<file path="config.mk">
export PLATFORM = sky130hd
export DESIGN_NAME = maxpool_stream
export DESIGN_NICKNAME = d
export VERILOG_FILES = /design/src/rtl/maxpool_stream.sv
export SDC_FILE = /design/constraint.sdc
export NUM_CORES = 1
export LEC_CHECK = 0
export ABC_AREA = 1
export CORE_MARGIN = 4
export CORE_UTILIZATION = 54
export CTS_CLUSTER_DIAMETER = 150
export DETAILED_ROUTE_END_ITERATION = 7
export GPL_TIMING_DRIVEN = 1
export HOLD_SLACK_MARGIN = 0.12
export PLACE_DENSITY = 0.88
export SLEW_MARGIN = 10
export SYNTH_ARGS = -nofsm -noshare
export SYNTH_HDL_FRONTEND = slang
export SYNTH_SLANG_ARGS = --single-unit
</file>
<file path="constraint.sdc">
create_clock -name clk -period 2.54 [get_ports clk]
set_clock_uncertainty 0.15 [all_clocks]
set_input_delay 0.508 -clock clk [delete_from_list [all_inputs] [get_ports clk]]
set_output_delay 0.508 -clock clk [all_outputs]
set_load 0.02 [all_outputs]
</file>
<file path="src/rtl/maxpool_stream.sv">
// Streaming signed 1-D max-pool: one maximum per W-sample window, N-sample frames back-to-back.
// One-cycle latency; a single output register stalls x_ready. Optional y_last port under MAXPOOL_LAST_EN.
module maxpool_stream #(
    parameter int T = 16,
    parameter int N = 32,
    parameter int W = 2
) (
    input  logic         clk,
    input  logic         reset,
    input  logic [T-1:0] x_data,
    input  logic         x_valid,
    output logic         x_ready,
    output logic [T-1:0] y_data,
    output logic         y_valid,
    input  logic         y_ready
`ifdef MAXPOOL_LAST_EN
    ,
    output logic         y_last
`endif
);

    localparam int PW = (N > 1) ? $clog2(N) : 1;
    localparam int WW = (W > 1) ? $clog2(W) : 1;
    localparam logic [PW-1:0] POS_LAST = PW'(N - 1);
    localparam logic [WW-1:0] WIN_LAST = WW'(W - 1);

    logic [T-1:0]  acc;
    logic [PW-1:0] pos_cnt;
    logic [WW-1:0] win_cnt;
    logic          in_xfer;
    logic          pos_end;
    logic          close;
    logic [T-1:0]  cand;

    // Ready depends only on the output register, never on x_valid.
    assign x_ready = !(y_valid && !y_ready);
    assign in_xfer = x_valid && x_ready;
    assign pos_end = (pos_cnt == POS_LAST);
    assign close   = (win_cnt == WIN_LAST) || pos_end;
    assign cand    = ((win_cnt == '0) || ($signed(x_data) > $signed(acc))) ? x_data : acc;

    always_ff @(posedge clk or negedge reset) begin
        if (!reset) begin
            acc     <= '0;
            pos_cnt <= '0;
            win_cnt <= '0;
            y_data  <= '0;
            y_valid <= 1'b0;
`ifdef MAXPOOL_LAST_EN
            y_last  <= 1'b0;
`endif
        end else begin
            if (y_valid && y_ready) begin
                y_valid <= 1'b0;
            end
            if (in_xfer) begin
                // A closing window overrides the drain above, giving bubble-free output.
                if (close) begin
                    y_data  <= cand;
                    y_valid <= 1'b1;
                    win_cnt <= '0;
`ifdef MAXPOOL_LAST_EN
                    y_last  <= pos_end;
`endif
                end else begin
                    acc     <= cand;
                    win_cnt <= win_cnt + 1'b1;
                end
                pos_cnt <= pos_end ? '0 : pos_cnt + 1'b1;
            end
        end
    end

endmodule

</file>
==> results of run 1 <==
==> state kept, by name (all words and copies together), names as in the netlist <==
| signal | cells |
|---|---|
| win_cnt | 1 |
| y_valid | 1 |
| pos_cnt | 5 |
| acc | 16 |
| y_data | 16 |
==> path summary, 6_finish.rpt <==
path	to	cells past startpoint
setup / recovery	y_data[8]$_DFFE_PN0P_	12
hold / removal	y_data[8]$_DFFE_PN0P_	1
setup reg to reg	y_data[8]$_DFFE_PN0P_	13
hold reg to reg	acc[5]$_DFFE_PN0P_	2
max in group asynchronous	y_data[15]$_DFFE_PN0P_	1
min in group clk	acc[5]$_DFFE_PN0P_	2
==> metal layers <==
metal	routed length, um	GRT usage, %
met1	2407	26.58
met2	2543	36.27
met3	316	4.806
met5	0	0
met4	73	6.602
==> kinds of logic after synthesis <==
| family | after synthesis | synth area share, % |
|---|---|---|
| AOI/OAI and AO/OA | 12 | 3.330 |
| and+or+nand+nor | 177 | 36.73 |
| DFF | 39 | 39.96 |
| adders and majority gates | 18 | 9.221 |
| xor gates and xnor gates | 1 | 0.3587 |
| buffers and inverters | 58 | 10.40 |
==> metrics by stage <==
step | worst slack, ns | hold WS [ns] | area (um^2) | util, % | setup TNS [ns]
floorplan | 0.4120 | 0.06241 | 2442 | - | 0
global placement | -0.1181 | 0.3108 | 2947 | 67.67 | -2.810
detailed placement | -0.1556 | 0.3150 | 2947 | 67.67 | -4.041
CTS | 0.1370 | 0.2045 | 3034 | 69.68 | 0
global route | -0.05575 | 0.2603 | 3048 | 70.00 | -0.5645
finish | 0.1246 | 0.1782 | 3048 | 70.00 | 0
==> cell usage in the layout (no fill, tap or decap), types with 2 or more instances in the layout <==
cell	instances
nand3_2	5
ha_1	18
inv_2	3
clkdlybuf4s50_1	36
nor2_4	3
nor2_2	2
clkbuf_8	6
nand2_1	92
nand2_4	13
nand2_2	5
inv_1	46
buf_4	16
nor2_1	8
a21oi_1	6
nand3_1	48
dfrtp_1	39
==> worst max-delay path, delay by kind of cell <==
family,cells,cell delay [ns]
simple gates,6,0.69
buf+inv,3,0.67
fa+ha+maj,1,0.37
compound gates,2,0.21
==> cell type report <==
type                            count  area (um^2)  area share [%]
Clock buffer                        6        82.58           2.709
Tap cell                           52        65.06           2.135
Clock inverter                      1        5.005          0.1642
Multi-Input combinational cell    208         1226           40.23
Sequential cell                    39        975.9           32.02
Inverter                           50        187.7           6.158
Timing Repair Buffer               54        505.5           16.58
==> where the power goes <==
group,switching [mW],internal [mW]
Combinational,1.16,0.869
Sequential,0.183,0.917
Clock,0.212,0.213
==> key figures, run 1 <==
Outcome
  • Run status: finished, final reports clean

Synth
  • Top_reg_cell synth: dfrtp_1
  • Syn. warnings: 0
  • Synth Register Bits: 39
  • Yosys cell types: 26
  • Syn nets: 343
  • Post-synth EDFFs: 0
  • Synthesized area: 0.002442 mm^2
  • Synth Instances: 305
  • Syn avg cell area: 8.008 um^2
  • Top-area cell type share of the netlist area: 39.96%
  • Top cells by count, synth: nand2_1 (92), nand3_1 (48), inv_1 (46)
  • Post-synth top area cell: dfrtp_1
  • Top cells by area, synth: dfrtp_1 (40%), nand2_1 (14%), nand3_1 (9.8%)
  • Count leader, synth: nand2_1
  • Post-synthesis async set-or-reset flop share: 100.0%
  • Seq/Total Area, Yosys: 39.96%

Routing
  • Total number of vias: 2045
  • DRC: 0
  • Antenna Nets Post-Route: 0
  • Initial drt markers: 113
  • WL/cell: 13.03 um
  • Detailed-route wire length: 5341 um
  • First drt pass iteration count: 4
  • Vias/cell: 4.988

Clocking
  • CTS Buf Count: 5
  • Latest clock arrival within the worst-skew pair: 0.30 ns
  • CTS H-tree lvls: 2
  • CTS root buffer: clkbuf_8
  • Hold buffer count at CTS: 0
  • Post_cts resized: 0
  • Max clock buf depth: 2
  • Total setup buffers inserted after CTS: 0
  • Clock sinks: 39
  • Clock-pin slew on the worst setup and hold paths: 0.07 ns
  • CTS tree: yes

Finish
  • N_diodes: 0
  • Fillers: 346
  • Layout cells sized above 1: 16.48%
  • Final-stage net count: 396
  • P&R area growth vs syn: 24.79%
  • Non-filler cells, final: 410

Pwr
  • PwrDens: 1167 mW/mm^2
  • Total chip power: 3.557 mW
  • P_leak: 1.646 nW
  • VDD IR-drop max: 0.5498 mV

Timing
  • Tcrit/Tclk final: 95.09%
  • Achievable frequency: 414.0 MHz
  • Final hold vios: 0
  • Worst Max-Slew Pin Slew: 0.8715 ns
  • Min Tclk post-route: 2.415 ns
  • Final Setup Violations: 0
  • Final Max Slew Viols: 0
  • Rel. slew slack: 41.90%

Worst hold path
  • Hold WC Path Type: input port to async pin

Setup path
  • FF-to-FF Start: acc[11]$_DFFE_PN0P_
  • Flop2flop setup slack: 0.41 ns
  • CP endpoint kind: flip-flop
  • CP Class: input port to flip-flop
  • Critical path cell sequence: clkdlybuf4s50_1 > ha_1 > inv_1 > nor2_1 > o21ai_0 > nor2_1 > a21oi_4 > nand2_4 > buf_4 > nand3_1 > nand3_1 > nand2_1
  • Crit Path Max Fanout: 6
  • Critical path origin: x_data[15]
  • CP max stage cell: clkdlybuf4s50_1
  • CP max stage delay: 0.46 ns
  • Required time of the critical path: 2.58 ns
  • Worst Path Arrival: 2.45 ns
  • Worst setup SP type: input port

Placed design
  • IO Port Bufs: 37
  • Placed cells: 403
  • Final Wtd Congestion: 0.8718
  • Hpwl dp: 3942 um

Floorplan
  • Die area: 0.005663 mm^2
  • Chip Width: 75.25 um
  • Ports: 38
  • Rows: 24
  • Die Ht: 75.25 um
  • Core Region: 0.004354 mm^2
  • Starting density of the core: 56.09%

Global routing
  • Vias in the first global route: 2124
  • Largest net degree at the start of global routing: 40
  • First-pass GRT wire length: 9163 um
  • Gr ovfl total: 0
  • Antenna violations before repair: 0
  • Tot GR Track Use: 21.17%

Job
  • Max cap viols: 0
Note: power is estimated with default switching activity, not from simulation.
==> inputs of run 2 (changes only) <==
SETUP_SLACK_MARGIN = 0.1   (was not set)
==> run 2 against run 1 <==
Compared with the run above:
- largest cell class unchanged
- non-clock buffer count stayed put
- core utilization grew 3.6 points
- sequential power hardly changed
- critical path type unchanged
- routed wire length rose by 11%
- sequential share of layout area decreased by 1.6 points
- final cell count stayed put
- global-route usage unchanged
- setup slack improved by 0.056 ns
- largest power group unchanged
==> key figures, run 2 (same netlist as run 1, synthesis figures left out) <==
Routing
  • Antenna Nets Post-Route: 0
  • First drt pass iteration count: 4
  • WL/cell: 14.51 um
  • Total number of vias: 2119
  • Initial drt markers: 157
  • Vias/cell: 5.168
  • Detailed-route wire length: 5948 um
  • DRC: 0

Timing
  • Final Setup Violations: 0
  • RSZ-0062 raised after global routing: false
  • Worst Max-Slew Pin Slew: 0.8826 ns
  • Min Hold Slack: 0.1837 ns
  • Tcrit/Tclk final: 92.88%
  • Rel. slew slack: 41.16%
  • Final hold vios: 0
  • Final Max Slew Viols: 0
  • Achievable frequency: 423.9 MHz
  • Min Tclk post-route: 2.359 ns

Pwr
  • P_leak: 1.725 nW
  • VDD IR-drop max: 0.5649 mV
  • PwrDens: 1171 mW/mm^2

Clocking
  • CTS root buffer: clkbuf_8
  • Post_cts resized: 0
  • Latest clock arrival within the worst-skew pair: 0.29 ns
  • Max clock buf depth: 2
  • Total setup buffers inserted after CTS: 0
  • Clock sinks: 39
  • CTS tree: yes
  • Clock-pin slew on the worst setup and hold paths: 0.07 ns
  • Hold buffer count at CTS: 0
  • CTS Buf Count: 5
  • CTS H-tree lvls: 2

Global routing
  • Vias in the first global route: 2124
  • First-pass GRT wire length: 9163 um
  • Gr ovfl total: 0
  • Grt met1 use: 26.58%
  • Gr busiest metal: met2
  • Largest net degree at the start of global routing: 40
  • Met3 Resource Use GR: 4.806%
  • Antenna violations before repair: 0
  • Met2 GRT Util: 36.27%
  • Tot GR Track Use: 21.17%

Setup path
  • CP bufs+invs: 3
  • Critical path cell sequence: clkdlybuf4s50_1 > ha_4 > nand2_1 > inv_1 > o21ai_2 > nand3_2 > nand2_2 > nand2_2 > nand2_2 > nand2_4 > nand2_4 > buf_12 > nand2_1 > nand3_1 > nand2_1
  • CP endpoint kind: flip-flop
  • Required time of the critical path: 2.58 ns
  • CP max stage cell: clkdlybuf4s50_1
  • Worst setup SP type: input port
  • Crit path max-delay family: simple AND/OR/NAND/NOR gates
  • CP Class: input port to flip-flop
  • CP max stage delay: 0.54 ns
  • Crit Path Max Fanout: 6
  • Worst Path Arrival: 2.40 ns

Floorplan
  • Chip Width: 75.25 um
  • Die Ht: 75.25 um
  • Rows: 24
  • Core Region: 0.004354 mm^2
  • Ports: 38
  • Starting density of the core: 56.09%
  • Die area: 0.005663 mm^2

Finish
  • Commonest non-fill, non-tap cell in the layout: nand2_1
  • Registers with the most flip-flops: acc (16), y_data (16), pos_cnt (5)
  • Final-stage net count: 396
  • P&R area growth vs syn: 31.15%
  • Layout cells sized above 1: 20.39%
  • Fillers: 306
  • Non-filler cells, final: 410
  • Util after Layout: 73.56%
  • Most frequent cells in the layout: nand2_1 (92), nand3_1 (47), inv_1 (45)
  • N_diodes: 0

Placed design
  • Final Wtd Congestion: 0.8718
  • IO Port Bufs: 37
  • Placed cells: 403
  • Hpwl dp: 3942 um

Job
  • Max cap viols: 0

Worst hold path
  • Hold WC Path Type: input port to async pin

Outcome
  • Run status: finished, final reports clean
==> run 2: cell types whose count changed in the layout (fill, tap and decap cells not counted), sizes merged <==
cell	before	now
clkdlybuf4s50	36	28
dlymetal6s2s	0	8
==> run 2: through the flow <==
stage / setup slack, ns / cell area, um^2 / power [mW] / setup TNS, ns
floorplan: 0.4120 / 2442 / 2.404 / 0
global placement: -0.1181 / 2947 / 3.042 / -2.810
detailed placement: -0.1556 / 2947 / 3.116 / -4.041
CTS: 0.1370 / 3034 / 3.566 / 0
global route: 0.07472 / 3203 / 4.049 / 0
finish: 0.1809 / 3203 / 3.752 / 0
==> run 2: path summary, 6_finish.rpt <==
path,from,endpoint,slack (ns),depth (start not counted)
worst max register to register,acc[6]$_DFFE_PN0P_,y_data[6]$_DFFE_PN0P_,0.38,14
worst min register to register,acc[5]$_DFFE_PN0P_,acc[5]$_DFFE_PN0P_,0.33,2
worst min-delay path,reset,y_data[8]$_DFFE_PN0P_,0.18,1
min in group clk,acc[5]$_DFFE_PN0P_,acc[5]$_DFFE_PN0P_,0.33,2
worst max-delay path,x_data[3],y_data[6]$_DFFE_PN0P_,0.18,15
max in group asynchronous,reset,y_data[5]$_DFFE_PN0P_,1.51,1
==> run 2: where the power goes <==
| part | switching (mW) | internal (mW) |
|---|---|---|
| combinational | 1.27 | 0.952 |
| sequential | 0.185 | 0.917 |
| clock | 0.215 | 0.213 |
==> run 2: per-layer routing <==
| layer | vias up | routed length (um) |
|---|---|---|
| met5 | - | 0 |
| met4 | 0 | 82 |
| met3 | 10 | 372 |
| met2 | 75 | 2919 |
| met1 | 975 | 2573 |
| li1 | 1059 | - |
==> run 2: layout make-up <==
class / instances / area (um^2) / area share [%]
Sequential cell: 39 / 975.9 / 30.47
Inverter: 50 / 187.7 / 5.859
Clock buffer: 6 / 82.58 / 2.578
Tap cell: 52 / 65.06 / 2.031
Multi-Input combinational cell: 208 / 1354 / 42.27
Timing Repair Buffer: 54 / 533.0 / 16.64
Clock inverter: 1 / 5.005 / 0.1563
